===== src/rtl/adc_paddle_tracker_pkg.sv =====
// Shared screen geometry and helpers for the paddle tracker.
// Default paddle travel limits are derived from the screen constants.
package adc_paddle_tracker_pkg;

    localparam int unsigned SCREEN_H = 480;
    localparam int unsigned BORDER   = 8;
    localparam int unsigned PADDLE_H = 64;

    // Paddle top edge may sit from just below the top border to PADDLE_H+BORDER above the bottom
    localparam int unsigned POS_MIN_DEF = BORDER;
    localparam int unsigned POS_MAX_DEF = SCREEN_H - PADDLE_H - BORDER;

    // Counter width that never collapses to zero bits
    function automatic int unsigned clog2_min1(input int unsigned v);
        return (v > 1) ? $clog2(v) : 1;
    endfunction

endpackage


===== src/rtl/adc_sampler.sv =====
// ADC front end: divides pixel_clock into adc_clk, captures adc_d on the falling
// adc_clk transition and block-averages 2^AVG_LOG2 samples.
// Ports:
//   pixel_clock, reset  clock and synchronous active-high reset
//   adc_d               ADC parallel data
//   adc_clk             ADC sample clock (registered)
//   raw_sample          last captured sample
//   avg_valid           1-cycle flag, pos_raw_c holds a fresh block result
//   pos_raw_c           2x block mean (sum >> (AVG_LOG2-1))
module adc_sampler
    import adc_paddle_tracker_pkg::*;
#(
    parameter int unsigned ADC_W    = 8,
    parameter int unsigned AVG_LOG2 = 3,
    parameter int unsigned ADC_HALF = 1
) (
    input  logic             pixel_clock,
    input  logic             reset,
    input  logic [ADC_W-1:0] adc_d,
    output logic             adc_clk,
    output logic [ADC_W-1:0] raw_sample,
    output logic             avg_valid,
    output logic [ADC_W:0]   pos_raw_c
);

    localparam int unsigned DIV_W = clog2_min1(ADC_HALF);
    localparam int unsigned ACC_W = ADC_W + AVG_LOG2;
    localparam int unsigned CNT_W = AVG_LOG2;
    localparam logic [DIV_W-1:0] DIV_TC = DIV_W'(ADC_HALF - 1);

    logic [DIV_W-1:0] div;
    logic [ACC_W-1:0] acc;
    logic [ACC_W-1:0] sum;
    logic [CNT_W-1:0] cnt;
    logic             tc_c;
    logic             capture_c;

    assign tc_c      = (div == DIV_TC);
    // Capture on the cycle adc_clk is being driven 1->0
    assign capture_c = tc_c & adc_clk;

    // Divider, capture and block accumulation
    always_ff @(posedge pixel_clock) begin
        if (reset) begin
            div        <= '0;
            adc_clk    <= 1'b0;
            raw_sample <= '0;
            acc        <= '0;
            cnt        <= '0;
            sum        <= '0;
            avg_valid  <= 1'b0;
        end else begin
            avg_valid <= 1'b0;
            if (tc_c) begin
                div     <= '0;
                adc_clk <= ~adc_clk;
            end else begin
                div <= div + DIV_W'(1);
            end
            if (capture_c) begin
                raw_sample <= adc_d;
                if (&cnt) begin
                    // Last sample of the block: publish the sum, start a fresh block
                    sum       <= acc + ACC_W'(adc_d);
                    acc       <= '0;
                    cnt       <= '0;
                    avg_valid <= 1'b1;
                end else begin
                    acc <= acc + ACC_W'(adc_d);
                    cnt <= cnt + CNT_W'(1);
                end
            end
        end
    end

    // Dividing by half the block length yields twice the mean
    assign pos_raw_c = (ADC_W + 1)'(sum >> (AVG_LOG2 - 1));

endmodule


===== src/rtl/adc_paddle_tracker.sv =====
// Potentiometer paddle tracker: averaged ADC value is clamped to the playfield,
// filtered by a deadband and published only at frame boundaries.
// Ports:
//   pixel_clock, reset  clock and synchronous active-high reset
//   adc_d               ADC parallel data
//   frame_sync          vsync level; rising edge marks a frame boundary
//   adc_clk             ADC sample clock
//   paddle_y            published paddle Y, constant within a frame
//   paddle_upd          1-cycle pulse when paddle_y changes
//   raw_sample          last captured ADC sample
module adc_paddle_tracker
    import adc_paddle_tracker_pkg::*;
#(
    parameter int unsigned ADC_W    = 8,
    parameter int unsigned AVG_LOG2 = 3,
    parameter int unsigned ADC_HALF = 1,
    parameter int unsigned POS_W    = 11,
    parameter int unsigned POS_MIN  = POS_MIN_DEF,
    parameter int unsigned POS_MAX  = POS_MAX_DEF,
    parameter int unsigned DEADBAND = 2
) (
    input  logic             pixel_clock,
    input  logic             reset,
    input  logic [ADC_W-1:0] adc_d,
    input  logic             frame_sync,
    output logic             adc_clk,
    output logic [POS_W-1:0] paddle_y,
    output logic             paddle_upd,
    output logic [ADC_W-1:0] raw_sample
);

    localparam logic [POS_W-1:0] POS_MIN_V  = POS_W'(POS_MIN);
    localparam logic [POS_W-1:0] POS_MAX_V  = POS_W'(POS_MAX);
    localparam logic [POS_W:0]   DEADBAND_V = (POS_W + 1)'(DEADBAND);

    logic             avg_valid;
    logic [ADC_W:0]   pos_raw_c;
    logic [POS_W-1:0] pos_ext_c;
    logic [POS_W-1:0] pos_c;
    logic [POS_W-1:0] pending;
    logic [POS_W:0]   diff_c;
    logic             move_c;
    logic             frame_sync_d;
    logic             frame_edge_c;

    adc_sampler #(
        .ADC_W    (ADC_W),
        .AVG_LOG2 (AVG_LOG2),
        .ADC_HALF (ADC_HALF)
    ) u_sampler (
        .pixel_clock (pixel_clock),
        .reset       (reset),
        .adc_d       (adc_d),
        .adc_clk     (adc_clk),
        .raw_sample  (raw_sample),
        .avg_valid   (avg_valid),
        .pos_raw_c   (pos_raw_c)
    );

    assign pos_ext_c = POS_W'(pos_raw_c);

    // Clamp to the playfield and take |pos_c - pending|
    always_comb begin
        pos_c = pos_ext_c;
        if (pos_ext_c < POS_MIN_V) begin
            pos_c = POS_MIN_V;
        end else if (pos_ext_c > POS_MAX_V) begin
            pos_c = POS_MAX_V;
        end
        if (pos_c >= pending) begin
            diff_c = (POS_W + 1)'(pos_c) - (POS_W + 1)'(pending);
        end else begin
            diff_c = (POS_W + 1)'(pending) - (POS_W + 1)'(pos_c);
        end
    end

    assign move_c       = avg_valid & (diff_c > DEADBAND_V);
    assign frame_edge_c = frame_sync & ~frame_sync_d;

    // Pending update and frame-boundary publish; an edge coincident with a
    // pending update sees the old pending value
    always_ff @(posedge pixel_clock) begin
        if (reset) begin
            pending      <= POS_MIN_V;
            frame_sync_d <= 1'b0;
            paddle_y     <= POS_MIN_V;
            paddle_upd   <= 1'b0;
        end else begin
            frame_sync_d <= frame_sync;
            paddle_upd   <= 1'b0;
            if (move_c) begin
                pending <= pos_c;
            end
            if (frame_edge_c) begin
                paddle_y   <= pending;
                paddle_upd <= (pending != paddle_y);
            end
        end
    end

endmodule


===== config.mk =====
export PLATFORM = sky130hd
export DESIGN_NAME = adc_paddle_tracker
export DESIGN_NICKNAME = d
export VERILOG_FILES = /design/src/rtl/adc_paddle_tracker_pkg.sv /design/src/rtl/adc_sampler.sv /design/src/rtl/adc_paddle_tracker.sv
export SDC_FILE = /design/constraint.sdc
export NUM_CORES = 1
export LEC_CHECK = 0
export ABC_CLOCK_PERIOD_IN_PS = 6600
export CORE_ASPECT_RATIO = 0.9
export CORE_UTILIZATION = 45
export DETAILED_ROUTE_END_ITERATION = 8
export SLEW_MARGIN = 20
export SYNTH_ARGS = -nofsm -noshare
export SYNTH_HDL_FRONTEND = slang
export SYNTH_HIERARCHICAL = 1
export SYNTH_SLANG_ARGS = --single-unit

===== constraint.sdc =====
create_clock -name pixel_clock -period 6.6 [get_ports pixel_clock]
set_clock_uncertainty 0.15 [all_clocks]
set_input_delay 0.99 -clock pixel_clock [delete_from_list [all_inputs] [get_ports pixel_clock]]
set_output_delay 0.99 -clock pixel_clock [all_outputs]
set_load 0.05 [all_outputs]

==> flow_summary.json <==
{
  "synth_seq_cells": 54,
  "fp-row-count": 30,
  "die-area_um2": 8310,
  "place_ws_ns": 2.45,
  "reg2reg_depth": 16,
  "track_usage_pct": 21.6,
  "hold_depth": 1,
  "portBuffers": 29,
  "floorplan.initialDensity_pct": 47.0,
  "synth_area_leaders": "dfxtp_1 (30%), ha_1 (9.8%), nand2_1 (9.2%)",
  "cts_root_buf": "clkbuf_8",
  "cp.arrival_ns": 4.27,
  "first_pass_iters": 4,
  "nNetsFinal": 515,
  "startpoint_type": "register",
  "syn_area_per_cell_um2": 7.80,
  "wire_per_inst_um": 14.5,
  "synth_top_cell_area_share_pct": 30.2,
  "drive_gt1_share_pct": 4.85,
  "synth_most_common_cell": "nand2_1",
  "period_share_pct": 63.3,
  "drt_iter0_drc": 162,
  "grt_start_max_net_pins": 44,
  "grt_pass1_vias": 2878,
  "crit_fanout": 9,
  "gp_congestion": 0.894,
  "maxCapViolations": 0,
  "status": "complete, no violations",
  "postCtsResizedCells": 0,
  "tightestPinTransition_ns": 0.606,
  "tritoncts": "built",
  "cp-startpoint": "u_sampler/sum[4]$_SDFFE_PP0P_",
  "ys.flop_type": "dfxtp_1",
  "power.density_nw_per_um2": 163,
  "synth_seq_area_share_pct": 30.2,
  "endpoint": "pending[5]$_SDFFE_PP0P_",
  "die_w_um": 96,
  "finalMaxSlewViolations": 0,
  "finalSetupViolations": 0,
  "grt_first_pass_wirelength_mm": 14.1,
  "finalHoldViolCount": 0,
  "synthCells": 459,
  "endpoint_kind": "register",
  "rsz0062_at_grt": "no",
  "ant_nets": 0,
  "path_class": "reg -> reg",
  "place_inst": 562,
  "yosysWarningCount": 6,
  "design.core.area_um2": 7620,
  "synth_enable_flop_cells": 0,
  "cts.path.max_buffers": 2,
  "min_period_ns": 4.18,
  "routed_wl_mm": 8.27,
  "drt-vias-per-instance": 5.55,
  "setup_slack_ns": 2.42,
  "hpwl_mm": 6.16,
  "synth.distinct_cells": 64,
  "power.total_mw": 0.650,
  "syn_area_um2": 3580,
  "r2r_end": "pending[5]$_SDFFE_PP0P_",
  "cts.sink_count": 54,
  "synth_top_area_cell": "dfxtp_1",
  "synthArstFlopShare_pct": 0,
  "clk_latency_ns": 0.31,
  "ys_top_cells_by_count": "nand2_1 (88), dfxtp_1 (54), a21oi_1 (51), nor2_1 (30), inv_1 (29)",
  "setup_tns_ns": 0,
  "cts.clk_slew.worst_paths_ns": 0.10,
  "holdWs_ns": 0.304,
  "nFillCells": 750,
  "min_path_type": "reg -> reg",
  "io-pin-count": 32,
  "max_clock_freq_mhz": 239,
  "grt-ovfl-total": 0,
  "vdd_drop_max_v": 0.000116,
  "r2r_setup_slack_ns": 2.42,
  "diodes": 0,
  "dr_total_vias": 3164,
  "timing.slew.headroom_pct": 59.2,
  "cts_setup_buffers": 0,
  "postCtsHoldBufs": 0,
  "critPathRequiredTime_ns": 6.69,
  "cts.htree.levels": 2,
  "fin_cells": 570,
  "antenna_found_initial": 0,
  "drc": 0,
  "die_y_um": 86.6,
  "regToRegStartpoint": "u_sampler/sum[4]$_SDFFE_PP0P_",
  "leakage_nw": 1.56,
  "cts_made_buffers": 5,
  "area_growth_pct": 11.1
}
## placed cells by master, fill, tap and decap left out, types with 8 or more instances in the layout
master / Yosys / layout
nand2_1: 88 / 88
mux2i_1: 13 / 13
dfxtp_1: 54 / 54
nor3_1: 10 / 10
nor2_1: 30 / 30
ha_1: 28 / 28
xnor2_1: 11 / 11
o21ai_0: 8 / 8
a21oi_1: 51 / 51
inv_1: 29 / 29
clkdlybuf4s50_1: 0 / 29
nand3_1: 11 / 11
## how the worst min path moves through the flow
stage	startpoint	end	slack, ns
floorplan	frame_sync_d$_SDFF_PP0_	paddle_upd$_SDFF_PP0_	0.26
global placement	frame_sync_d$_SDFF_PP0_	paddle_upd$_SDFF_PP0_	0.28
detailed placement	frame_sync_d$_SDFF_PP0_	paddle_upd$_SDFF_PP0_	0.28
CTS	frame_sync_d$_SDFF_PP0_	paddle_upd$_SDFF_PP0_	0.31
global route	u_sampler/raw_sample[3]$_SDFFE_PP0P_	u_sampler/raw_sample[3]$_SDFFE_PP0P_	0.32
finish	frame_sync_d$_SDFF_PP0_	paddle_upd$_SDFF_PP0_	0.30
## layer usage
layer  share of wire, %  vias to the layer above  wire length (µm)  global-route usage, %
met2                 42                       46              3450                   31.5
li1                   -                     1615                 -                      -
met1                 55                     1498              4540                   33.4
met3                2.8                        5               229                   3.16
met4               0.62                        0                51                   4.07
met5                  0                        -                 0                      0
## stage by stage
| stage | util [%] | instance area [µm²] |
|---|---|---|
| 5_1_grt | 52.2 | 3980 |
| 3_3_place_gp | 50.6 | 3860 |
| 6_report | 52.2 | 3980 |
| 2_1_floorplan | - | 3580 |
| 3_5_place_dp | 50.6 | 3860 |
| 4_1_cts | 52.2 | 3980 |
## report_power, final
part	switching, mW	leakage (nW)	internal (mW)
Clock	0.118	0.0563	0.116
Combinational	0.0499	1.07	0.0286
Sequential	0.00470	0.437	0.333
## final cells by class
class                           count  area (µm²)  share of cell area, %
Sequential cell                    54        1080                   27.2
Clock inverter                      3        48.8                   1.23
Clock buffer                        5        68.8                   1.73
Inverter                           30         113                   2.83
Tap cell                           96         120                   3.02
Multi-Input combinational cell    351        2240                   56.3
Timing Repair Buffer               31         305                   7.68
## logic make-up after synthesis
family          after synthesis  synth area share, %
simple gates                177                 22.9
fa+ha+maj                    31                 11.5
flops                        54                 30.2
compound gates              111                 20.3
buf+inv                      55                 7.31
xor+xnor                     16                 3.92
other cells                   2                0.210
mux                          13                 3.64
## state kept, by name, summed over array words and instances (netlist names)
signal	cells
paddle_y	9
u_sampler/adc_clk	1
pending	9
u_sampler/raw_sample	8
u_sampler/acc	11
frame_sync_d	1
u_sampler/cnt	3
paddle_upd	1
u_sampler/div	1
u_sampler/sum	9
u_sampler/avg_valid	1
## worst max-delay path, stage by stage, from the launching register on
cell and delay (ns):
dfxtp_1 0.33, o311ai_0 0.34, a21oi_1 0.12, a21oi_1 0.27, nand2_1 0.13, inv_1 0.12
ha_1 0.20, inv_1 0.06, fa_1 0.41, a21o_1 0.18, a21o_2 0.22, a21boi_0 0.19
o31ai_1 0.13, a41o_1 0.25, a211oi_1 0.19, o41a_1 0.54, mux2i_1 0.26
No activity file was read; power rests on OpenSTA's default activity.
